## config.mk

```make
export PLATFORM = sky130hd
export DESIGN_NAME = riscv_if_prefetch
export DESIGN_NICKNAME = d
export VERILOG_FILES = /design/src/rtl/riscv_state_pkg.sv /design/src/rtl/riscv_if_fifo.sv /design/src/rtl/riscv_if_prefetch.sv
export SDC_FILE = /design/constraint.sdc
export NUM_CORES = 1
export LEC_CHECK = 0
export BUFFER_PORTS_ARGS = -buffer_cell sky130_fd_sc_hd__buf_2
export CAP_MARGIN = 10
export CORE_ASPECT_RATIO = 2
export CORE_MARGIN = 5
export CORE_UTILIZATION = 54
export CTS_CLUSTER_DIAMETER = 60
export DETAILED_ROUTE_END_ITERATION = 7
export PLACE_DENSITY_LB_ADDON = 0.25
export SLEW_MARGIN = 40
export SYNTH_ARGS = -nofsm -noshare
export SYNTH_HDL_FRONTEND = slang
export SYNTH_SLANG_ARGS = --single-unit
```

## constraint.sdc

```tcl
create_clock -name clk -period 5.9 [get_ports clk]
set_clock_uncertainty 0.15 [all_clocks]
set_input_delay 0.59 -clock clk [delete_from_list [all_inputs] [get_ports clk]]
set_output_delay 0.59 -clock clk [all_outputs]
set_load 0.05 [all_outputs]
```

## src/rtl/riscv_state_pkg.sv

```systemverilog
`default_nettype none
// ============================================================================
// Module   : riscv_state_pkg
// Brief    : Shared types for the instruction-fetch prefetch buffer.
// Revision : 1.0
// ============================================================================
package riscv_state_pkg;

    localparam logic [31:0] INSTR_NOP = 32'h0000_0013;

    typedef struct packed {
        logic [31:0] parcel;
        logic [31:0] pc;
        logic        misaligned;
        logic        fault;
    } if_entry_t;

    typedef enum logic [1:0] {
        IDLE    = 2'd0,
        WAIT    = 2'd1,
        DISCARD = 2'd2
    } if_pf_state_t;

endpackage
`default_nettype wire

```

## src/rtl/riscv_if_fifo.sv

```systemverilog
`default_nettype none
// ============================================================================
// Module   : riscv_if_fifo
// Brief    : DEPTH-entry queue of fetched parcels; clr may coincide with push.
// Revision : 1.0
// ============================================================================
module riscv_if_fifo
    import riscv_state_pkg::*;
#(
    parameter int DEPTH = 2
) (
    input  logic                   clk,
    input  logic                   rstn,
    input  logic                   push,
    input  logic                   pop,
    input  logic                   clr,
    input  if_entry_t              din,
    output if_entry_t              dout,
    output logic [$clog2(DEPTH):0] count,
    output logic                   empty,
    output logic                   full
);

    localparam int AW = $clog2(DEPTH);

    logic [AW-1:0] wr_ptr;
    logic [AW-1:0] rd_ptr;
    if_entry_t     mem [DEPTH];

    always_ff @(posedge clk or negedge rstn) begin
        if (!rstn) begin
            wr_ptr <= '0;
            rd_ptr <= '0;
            count  <= '0;
        end else if (clr) begin
            // a push on the clearing cycle becomes the first entry of the new path
            rd_ptr <= '0;
            wr_ptr <= push ? AW'(1) : '0;
            count  <= push ? (AW+1)'(1) : '0;
        end else begin
            if (push) wr_ptr <= wr_ptr + AW'(1);
            if (pop)  rd_ptr <= rd_ptr + AW'(1);
            case ({push, pop})
                2'b10:   count <= count + (AW+1)'(1);
                2'b01:   count <= count - (AW+1)'(1);
                default: count <= count;
            endcase
        end
    end

    always_ff @(posedge clk) begin
        if (push) mem[clr ? '0 : wr_ptr] <= din;
    end

    assign dout  = mem[rd_ptr];
    assign empty = (count == '0);
    assign full  = (count == (AW+1)'(DEPTH));

endmodule
`default_nettype wire

```

## src/rtl/riscv_if_prefetch.sv

```systemverilog
`default_nettype none
// ============================================================================
// Module   : riscv_if_prefetch
// Brief    : Single-outstanding instruction prefetch buffer with flush/discard.
//            Define IF_PREFETCH_BYPASS_EN for zero-latency bypass when empty.
// Revision : 1.0
// ============================================================================
module riscv_if_prefetch
    import riscv_state_pkg::*;
#(
    parameter int          XLEN        = 32,
    parameter int          PARCEL_SIZE = 32,
    parameter int          DEPTH       = 2,
    parameter logic [31:0] INSTR_NOP   = riscv_state_pkg::INSTR_NOP
) (
    input  logic                      clk,
    input  logic                      rstn,
    input  logic [XLEN-1:0]           if_nxt_pc,
    output logic                      if_stall_nxt_pc,
    input  logic                      if_stall,
    input  logic                      if_flush,
    output logic [PARCEL_SIZE-1:0]    if_parcel,
    output logic [XLEN-1:0]           if_parcel_pc,
    output logic [PARCEL_SIZE/16-1:0] if_parcel_valid,
    output logic                      if_parcel_misaligned,
    output logic                      if_parcel_page_fault,
    output logic                      imem_req,
    output logic [XLEN-1:0]           imem_adr,
    input  logic                      imem_ack,
    input  logic [PARCEL_SIZE-1:0]    imem_q,
    input  logic                      imem_err,
    input  logic                      imem_page_fault
);

    localparam int CW = $clog2(DEPTH) + 1;

    if_pf_state_t  state;
    logic          run;
    logic [XLEN-1:0] adr_r;
    logic [XLEN-1:0] pc_r;

    logic [CW-1:0] count;
    logic          empty;
    logic          full;
    logic          inflight;
    logic          credit;
    logic          accept;
    logic          misaligned;
    logic          issue;
    logic          ack_push;
    logic          push_req;
    logic          fifo_push;
    logic          pop;
    logic          bypass;
    if_entry_t     new_entry;
    if_entry_t     head;
    if_entry_t     out_entry;

    assign inflight   = (state == WAIT);
    assign credit     = (count + CW'(inflight)) < CW'(DEPTH);
    assign accept     = (state == IDLE) && credit && run;
    assign misaligned = |if_nxt_pc[1:0];
    assign issue      = accept && !misaligned;

    assign if_stall_nxt_pc = !accept;
    assign imem_req        = issue || (state != IDLE);
    assign imem_adr        = issue ? {if_nxt_pc[XLEN-1:2], 2'b00} : adr_r;

    // an ack while flushing in WAIT (or any ack in DISCARD) is dropped
    assign ack_push = imem_ack && (issue || (state == WAIT && !if_flush));
    assign push_req = (accept && misaligned) || ack_push;

    always_comb begin
        new_entry.parcel     = imem_q;
        new_entry.pc         = (state == IDLE) ? if_nxt_pc : pc_r;
        new_entry.misaligned = 1'b0;
        new_entry.fault      = imem_err | imem_page_fault;
        if (accept && misaligned) begin
            new_entry.parcel     = INSTR_NOP;
            new_entry.pc         = if_nxt_pc;
            new_entry.misaligned = 1'b1;
            new_entry.fault      = 1'b0;
        end
    end

`ifdef IF_PREFETCH_BYPASS_EN
    assign bypass = ack_push && empty && !if_stall && !if_flush;
`else
    assign bypass = 1'b0;
`endif

    assign pop       = !empty && !if_flush && !if_stall;
    assign fifo_push = push_req && !bypass && (!full || pop);

    riscv_if_fifo #(
        .DEPTH (DEPTH)
    ) u_fifo (
        .clk   (clk),
        .rstn  (rstn),
        .push  (fifo_push),
        .pop   (pop),
        .clr   (if_flush),
        .din   (new_entry),
        .dout  (head),
        .count (count),
        .empty (empty),
        .full  (full)
    );

    always_comb begin
        if (bypass) begin
            out_entry = new_entry;
        end else if (empty) begin
            out_entry = '{parcel: INSTR_NOP, pc: '0, misaligned: 1'b0, fault: 1'b0};
        end else begin
            out_entry = head;
        end
    end

    assign if_parcel            = out_entry.parcel;
    assign if_parcel_pc         = out_entry.pc;
    assign if_parcel_misaligned = out_entry.misaligned;
    assign if_parcel_page_fault = out_entry.fault;
    assign if_parcel_valid      = {(PARCEL_SIZE/16){(!empty && !if_flush) || bypass}};

    always_ff @(posedge clk or negedge rstn) begin
        if (!rstn) begin
            state <= IDLE;
            run   <= 1'b0;
            adr_r <= '0;
            pc_r  <= '0;
        end else begin
            run <= 1'b1;
            case (state)
                IDLE: begin
                    if (issue && !imem_ack) begin
                        state <= WAIT;
                        adr_r <= {if_nxt_pc[XLEN-1:2], 2'b00};
                        pc_r  <= if_nxt_pc;
                    end
                end
                WAIT: begin
                    // an ack on the flush cycle already closes the request
                    if (imem_ack)      state <= IDLE;
                    else if (if_flush) state <= DISCARD;
                end
                DISCARD: begin
                    if (imem_ack) state <= IDLE;
                end
                default: state <= IDLE;
            endcase
        end
    end

endmodule
`default_nettype wire

```

==> results by group, run 1 <==
Outcome
  • Status: finished clean

CTS
  • Root buffer cell: clkbuf_16
  • # resized after CTS: 0
  • Clk slew on worst S/H paths: 0.07 ns
  • Num CTS Buffers: 17
  • Sink Count: 171
  • TritonCTS clock tree: yes
  • Clk_lat worst skew: 0.41 ns
  • Post-CTS setup buffer count: 0
  • Clk buf depth: 2
  • H-tree levels: 4
  • Hold-fix buffers at CTS: 0

Final layout
  • P&R area growth vs syn: 22.2%
  • Number of diodes: 0
  • Post-Layout Cell Count: 874
  • Layout Nets: 743
  • Utilization after layout: 66.6%
  • Final instance area: 9200 um^2
  • Share of cells above drive strength 1: 37.7%

Power
  • Internal Pwr Total: 2.48 mW
  • Switch Pwr: 1.71 mW
  • Comb power frac: 36.9%
  • Max VDD drop: 0.368 mV
  • Leak Pwr: 3.71 nW
  • Clock network fraction of design power: 25.0%
  • PnR Total Power: 4.20 mW
  • Sw Ratio: 40.8%
  • Register share of total power: 38.1%
  • PwrDens: 456 nW/um^2

Global route
  • Total GRT Usage: 19.5%
  • Initial antenna violation count: 1
  • First-pass GRT wire length: 24.7 mm
  • Congestion Overflow GR: 0
  • Largest net degree at the start of global routing: 40
  • Vias in the first global route: 4,846

Setup path
  • Slowest stage cell, crit path: and3_2
  • WP buf/inv: 2
  • Crit-path max cell delay: 0.67 ns
  • WS Path Type: flop to flop
  • R2R Path End: u_fifo.mem[0][54]
  • RR Startpoint: u_fifo.count[1]
  • CP startpoint kind: flop
  • Reg2reg path depth: 6
  • Maximum fanout along the worst path: 39
  • Cell Chain, Critical Path: or4b_4, nor2_2, buf_4, a31o_2, and3_2, buf_4
  • CP delay by family, top: simple AND/OR/NAND/NOR gates
  • Reg2Reg Setup Slack: 2.29 ns
  • Crit end category: flop
  • Critical path arrival: 3.50 ns
  • Required time of the critical path: 5.80 ns
  • Most common cell on crit path: buf_4

STA
  • Worst Slack Setup Final: 2.29 ns
  • Setup_tns: 0 ns
  • RSZ-0062 raised after global routing: no
  • Worst-case hold slack: 0.00194 ns
  • Worst-margin pin slew: 0.700 ns
  • Max frequency: 277 MHz
  • Final Slew Violations: 0
  • Final hold violation count: 0
  • Final min period: 3.61 ns
  • Final Setup Violations: 0
  • Ratio of final minimum period to clock period: 61.1%
  • Slew headroom: 53.3%

Synthesis
  • Avg Cell Area, Syn: 14.9 um^2
  • Yosys cell types: 33
  • Sequential fraction of the synthesis area: 65.6%
  • Synth warn: 0
  • Synthesized area: 7530 um^2
  • Share of the synthesized area in the top cell type: 52.6%
  • Area contributors post-synth: edfxtp_1 53%, dfrtp_1 13%, mux2_1 9.0%
  • Synth area leader: edfxtp_1
  • Mapped Cells: 507
  • Yosys reg bits: 171

Routing
  • Via count: 4,568
  • Routed wire length: 15.6 mm
  • Router iterations before antenna repair: 5
  • DRT antenna net count: 0
  • Wire per inst: 17.8 um
  • Drt initial violations: 229
  • DRC Markers: 0
  • Vias per cell: 5.23

Placement
  • Cells after DPL: 842
  • GPL Wtd Cong: 0.742
  • Dpl hpwl: 11.1 mm
  • Pre-CTS worst setup slack: 2.29 ns
  • I/O Buffers: 170
  • Placed inst area: 8630 um^2

Floorplan
  • Die Ht: 177 um
  • Total Die Area: 16,600 um^2
  • Number of cell rows: 61
  • Core area: 13,800 um^2
  • IO Pins: 173
  • DIE WIDTH: 93.5 um
  • Initial Utilization: 54.5%

Min path
  • Hold crit path type: primary input to asynchronous set/reset pin

Job
  • Max-cap violations: 0
==> power by group through the flow <==
stage / Combinational, mW / Sequential (mW) / Clock, mW
floorplan: 1.22 / 1.58 / 0
global placement: 1.50 / 1.64 / 0
detailed placement: 1.56 / 1.63 / 0
CTS: 1.57 / 1.60 / 1.08
global route: 1.64 / 1.62 / 1.12
finish: 1.55 / 1.60 / 1.05
==> cells in the mapped netlist (all sizes together) <==
master	count
nor4	1
a21oi	3
nor3	1
nand2b	1
mux2	94
xnor2	1
nand3	1
a21o	1
clkbuf	17
conb	2
or2	3
dfrtp	39
o21ai	5
nand2	6
nor2b	33
mux2i	67
edfxtp	132
or3	1
buf	17
or4b	1
and3	1
inv	2
a31o	2
nor2	74
a41o	1
nor3b	1
==> state kept, by name, indices dropped and copies added, names as in the netlist <==
| name | cells |
|---|---|
| u_fifo.rd_ptr | 1 |
| u_fifo.count | 2 |
| u_fifo.wr_ptr | 1 |
| state | 2 |
| pc_r | 32 |
| run | 1 |
| u_fifo.mem | 132 |
==> cell usage in the layout (no fill, tap or decap), types with 5 or more instances in the layout <==
cell,count
o21ai_0,5
nor2b_1,33
buf_4,5
clkbuf_16,17
edfxtp_1,132
mux2_1,60
dfrtp_1,38
buf_2,169
mux2_2,34
mux2i_1,67
nand2_1,6
nor2_1,69
==> area by class of cell <==
type	count	area, um^2
Clock buffer	17	425
Fill cell	1028	4610
Timing Repair Buffer	179	993
Inverter	2	7.51
Tap cell	189	236
Multi-Input combinational cell	301	2450
Clock inverter	15	144
Sequential cell	171	4940
==> routing by layer <==
layer | part of all wire [%] | global-route usage (%) | vias to the layer above
li1 | - | - | 2162
met1 | 37 | 21.4 | 2259
met2 | 56 | 36.4 | 127
met3 | 4.7 | 4.38 | 18
met4 | 1.6 | 6.36 | 2
met5 | 0.083 | 0 | -
==> worst max-delay path by stage <==
stage,start,end,slack (ns),depth (start not counted)
after detailed placement,u_fifo.count[1],u_fifo.mem[0][7],2.29,6
after CTS,u_fifo.count[1],u_fifo.mem[0][59],2.27,6
after global placement,u_fifo.count[1],u_fifo.mem[1][62],2.24,7
final,u_fifo.count[1],u_fifo.mem[0][54],2.29,6
after global routing,u_fifo.count[1],u_fifo.mem[0][59],2.12,6
after floorplan,state[0],u_fifo.mem[1][0],0.88,5
==> cells by family after synthesis <==
logic type / count (synthesis) / synth area share [%]
simple gates: 124 / 7.94
flops: 171 / 65.6
other cells: 2 / 0.0997
mux: 161 / 22.9
compound gates: 12 / 0.996
buf+inv: 36 / 2.34
xor+xnor: 1 / 0.116
No activity file was read; power rests on OpenSTA's default activity.
==> inputs of run 2 (changes only) <==
--- a/config.mk
+++ b/config.mk
@@ -9,7 +9,7 @@
 export CAP_MARGIN = 10
 export CORE_ASPECT_RATIO = 2
 export CORE_MARGIN = 5
-export CORE_UTILIZATION = 54
+export CORE_UTILIZATION = 49
 export CTS_CLUSTER_DIAMETER = 60
 export DETAILED_ROUTE_END_ITERATION = 7
 export PLACE_DENSITY_LB_ADDON = 0.25
==> constraint.sdc (replaced) <==
create_clock -name clk -period 2.95 [get_ports clk]
set_clock_uncertainty 0.15 [all_clocks]
set_input_delay 0.295 -clock clk [delete_from_list [all_inputs] [get_ports clk]]
set_output_delay 0.295 -clock clk [all_outputs]
set_load 0.05 [all_outputs]
==> run 2 against run 1 <==
Compared with the run above: sequential share of layout area is 2.3 points lower; count of clock-buffer cells in the layout increased by 1; critical path depth decreased by 1; final area increased by 4.6%; clock power increased by 100%; cell count grew 5.7%; critical endpoint is now imem_adr[30]; largest cell class unchanged; largest power group unchanged.
==> results by group, run 2 (synthesis gave the netlist of run 1 again) <==
Outcome
  • Status: finished clean

Setup path
  • Required time of the critical path: 2.51 ns
  • RR Startpoint: state[1]
  • Crit end category: output port
  • Maximum fanout along the worst path: 33
  • WS Path Type: flop to output port
  • Critical path arrival: 2.41 ns
  • CP startpoint kind: flop
  • Crit path from: state[1]

Floorplan
  • Total Die Area: 18,100 um^2
  • Die Ht: 185 um
  • Number of cell rows: 64
  • Core area: 15,200 um^2
  • Initial Utilization: 49.5%
  • IO Pins: 173
  • DIE WIDTH: 97.7 um

Final layout
  • Commonest non-fill, non-tap cells in the layout: 168 x buf_2, 132 x edfxtp_1, 69 x nor2_1, 67 x mux2i_1, 60 x mux2_1
  • Biggest regs: u_fifo.mem: 132 flops, pc_r: 32 flops
  • Layout Nets: 784
  • Fill cells: 1,205
  • P&R area growth vs syn: 27.8%
  • Number of diodes: 0
  • Commonest non-fill, non-tap cell in the layout: buf_2
  • Biggest register: u_fifo.mem
  • Max FFs per register: 132
  • Share of cells above drive strength 1: 36.6%

Min path
  • Hold crit path type: primary input to flop
  • Hold Startpoint: imem_q[24]

Global route
  • Initial antenna violation count: 0
  • Largest net degree at the start of global routing: 50
  • Congestion Overflow GR: 0
  • Total GRT Usage: 18.0%
  • First-pass GRT wire length: 25.3 mm
  • Vias in the first global route: 5,152

CTS
  • H-tree levels: 4
  • Sink Count: 171
  • Clk buf depth: 2
  • Num CTS Buffers: 17
  • Clk_lat worst skew: 0.42 ns
  • Post-CTS setup buffer count: 0
  • Root buffer cell: clkbuf_16
  • TritonCTS clock tree: yes
  • Clk slew on worst S/H paths: 0.07 ns

Power
  • PwrDens: 883 nW/um^2
  • Max VDD drop: 0.533 mV
  • Leak Pwr: 3.90 nW

Placement
  • Pre-CTS worst setup slack: 0.429 ns
  • Dpl hpwl: 10.6 mm
  • GPL Wtd Cong: 0.781
  • I/O Buffers: 170

Routing
  • Router iterations before antenna repair: 4
  • DRT antenna net count: 0
  • Drt initial violations: 150
  • Routed wire length: 15.6 mm
  • Wire per inst: 16.9 um
  • Via count: 4,698
  • Vias per cell: 5.08
  • DRC Markers: 0

STA
  • Final Setup Violations: 0
  • Worst Slack Setup Final: 0.0902 ns
  • RSZ-0062 raised after global routing: no
  • Worst-margin pin slew: 0.571 ns
  • Max frequency: 350 MHz
  • Final hold violation count: 0
  • Slew headroom: 61.9%
  • Final min period: 2.86 ns
  • Worst-case hold slack: 0.0572 ns
  • Ratio of final minimum period to clock period: 96.9%
  • Final Slew Violations: 0

Job
  • Max-cap violations: 0
## run 2: changes by cell type in the layout (fill, tap and decap cells not counted), sizes merged
cell	delta
clkinv	-3
inv	+6
clkbuf	+2
clkinvlp	-3
buf	+4
dlygate4sd3	+36
bufinv	-1
## run 2: metal layers
metal	part of all wire (%)	up-vias	GRT usage (%)
met1	37	2308	18.7
li1	-	2244	-
met4	2.1	0	7.65
met2	57	124	34.7
met3	3.9	22	3.39
met5	0	-	0
## run 2: final cells by class
cell class                      instances  area, um^2  share of cell area [%]
Timing Repair Buffer                  220        1370                    14.2
Multi-Input combinational cell        301        2470                    25.7
Tap cell                              198         248                    2.57
Clock inverter                         14         146                    1.52
Inverter                                2        7.51                  0.0780
Clock buffer                           18         439                    4.56
Sequential cell                       171        4940                    51.4
## run 2: worst max-delay path: stages, from the launching register on
cell      delay [ns]
dfrtp_1         0.43
or4b_4          0.58
nand2b_2        0.23
buf_12          0.20
mux2_1          0.33
buf_2           0.22
## run 2: where the power goes
group	leakage, nW	internal (mW)	switching, mW
logic	1.89	0.828	2.31
registers	1.72	3.01	0.196
clock network	0.291	1.15	1.00
## run 2: through the flow
step	total power [mW]	setup TNS (ns)	utilization, %	std cells	area (um^2)
2_1_floorplan	5.61	-3.56	-	508	7570
3_3_place_gp	6.34	0	56.9	856	8660
3_5_place_dp	6.40	0	56.9	856	8660
4_1_cts	8.61	0	63.2	924	9610
5_1_grt	8.90	0	63.3	924	9630
6_report	8.50	0	63.3	924	9630
## run 2: worst paths after layout
check                      slack, ns  cells after the start                end
setup / recovery                0.09                      5       imem_adr[30]
hold / removal                  0.06                      2  u_fifo.mem[0][58]
setup reg to reg                0.54                      6  u_fifo.mem[1][37]
hold reg to reg                 0.35                      1            pc_r[1]
max in group asynchronous       2.01                      2      u_fifo.rd_ptr
min in group asynchronous       0.24                      2            pc_r[4]
## run 2: what timing repair did
item / CTS / global route
hold buffers: 36 / 0
resized for setup: 1 / 5
setup endpoints to repair: 30 / 29
hold endpoints to repair: 78 / 0
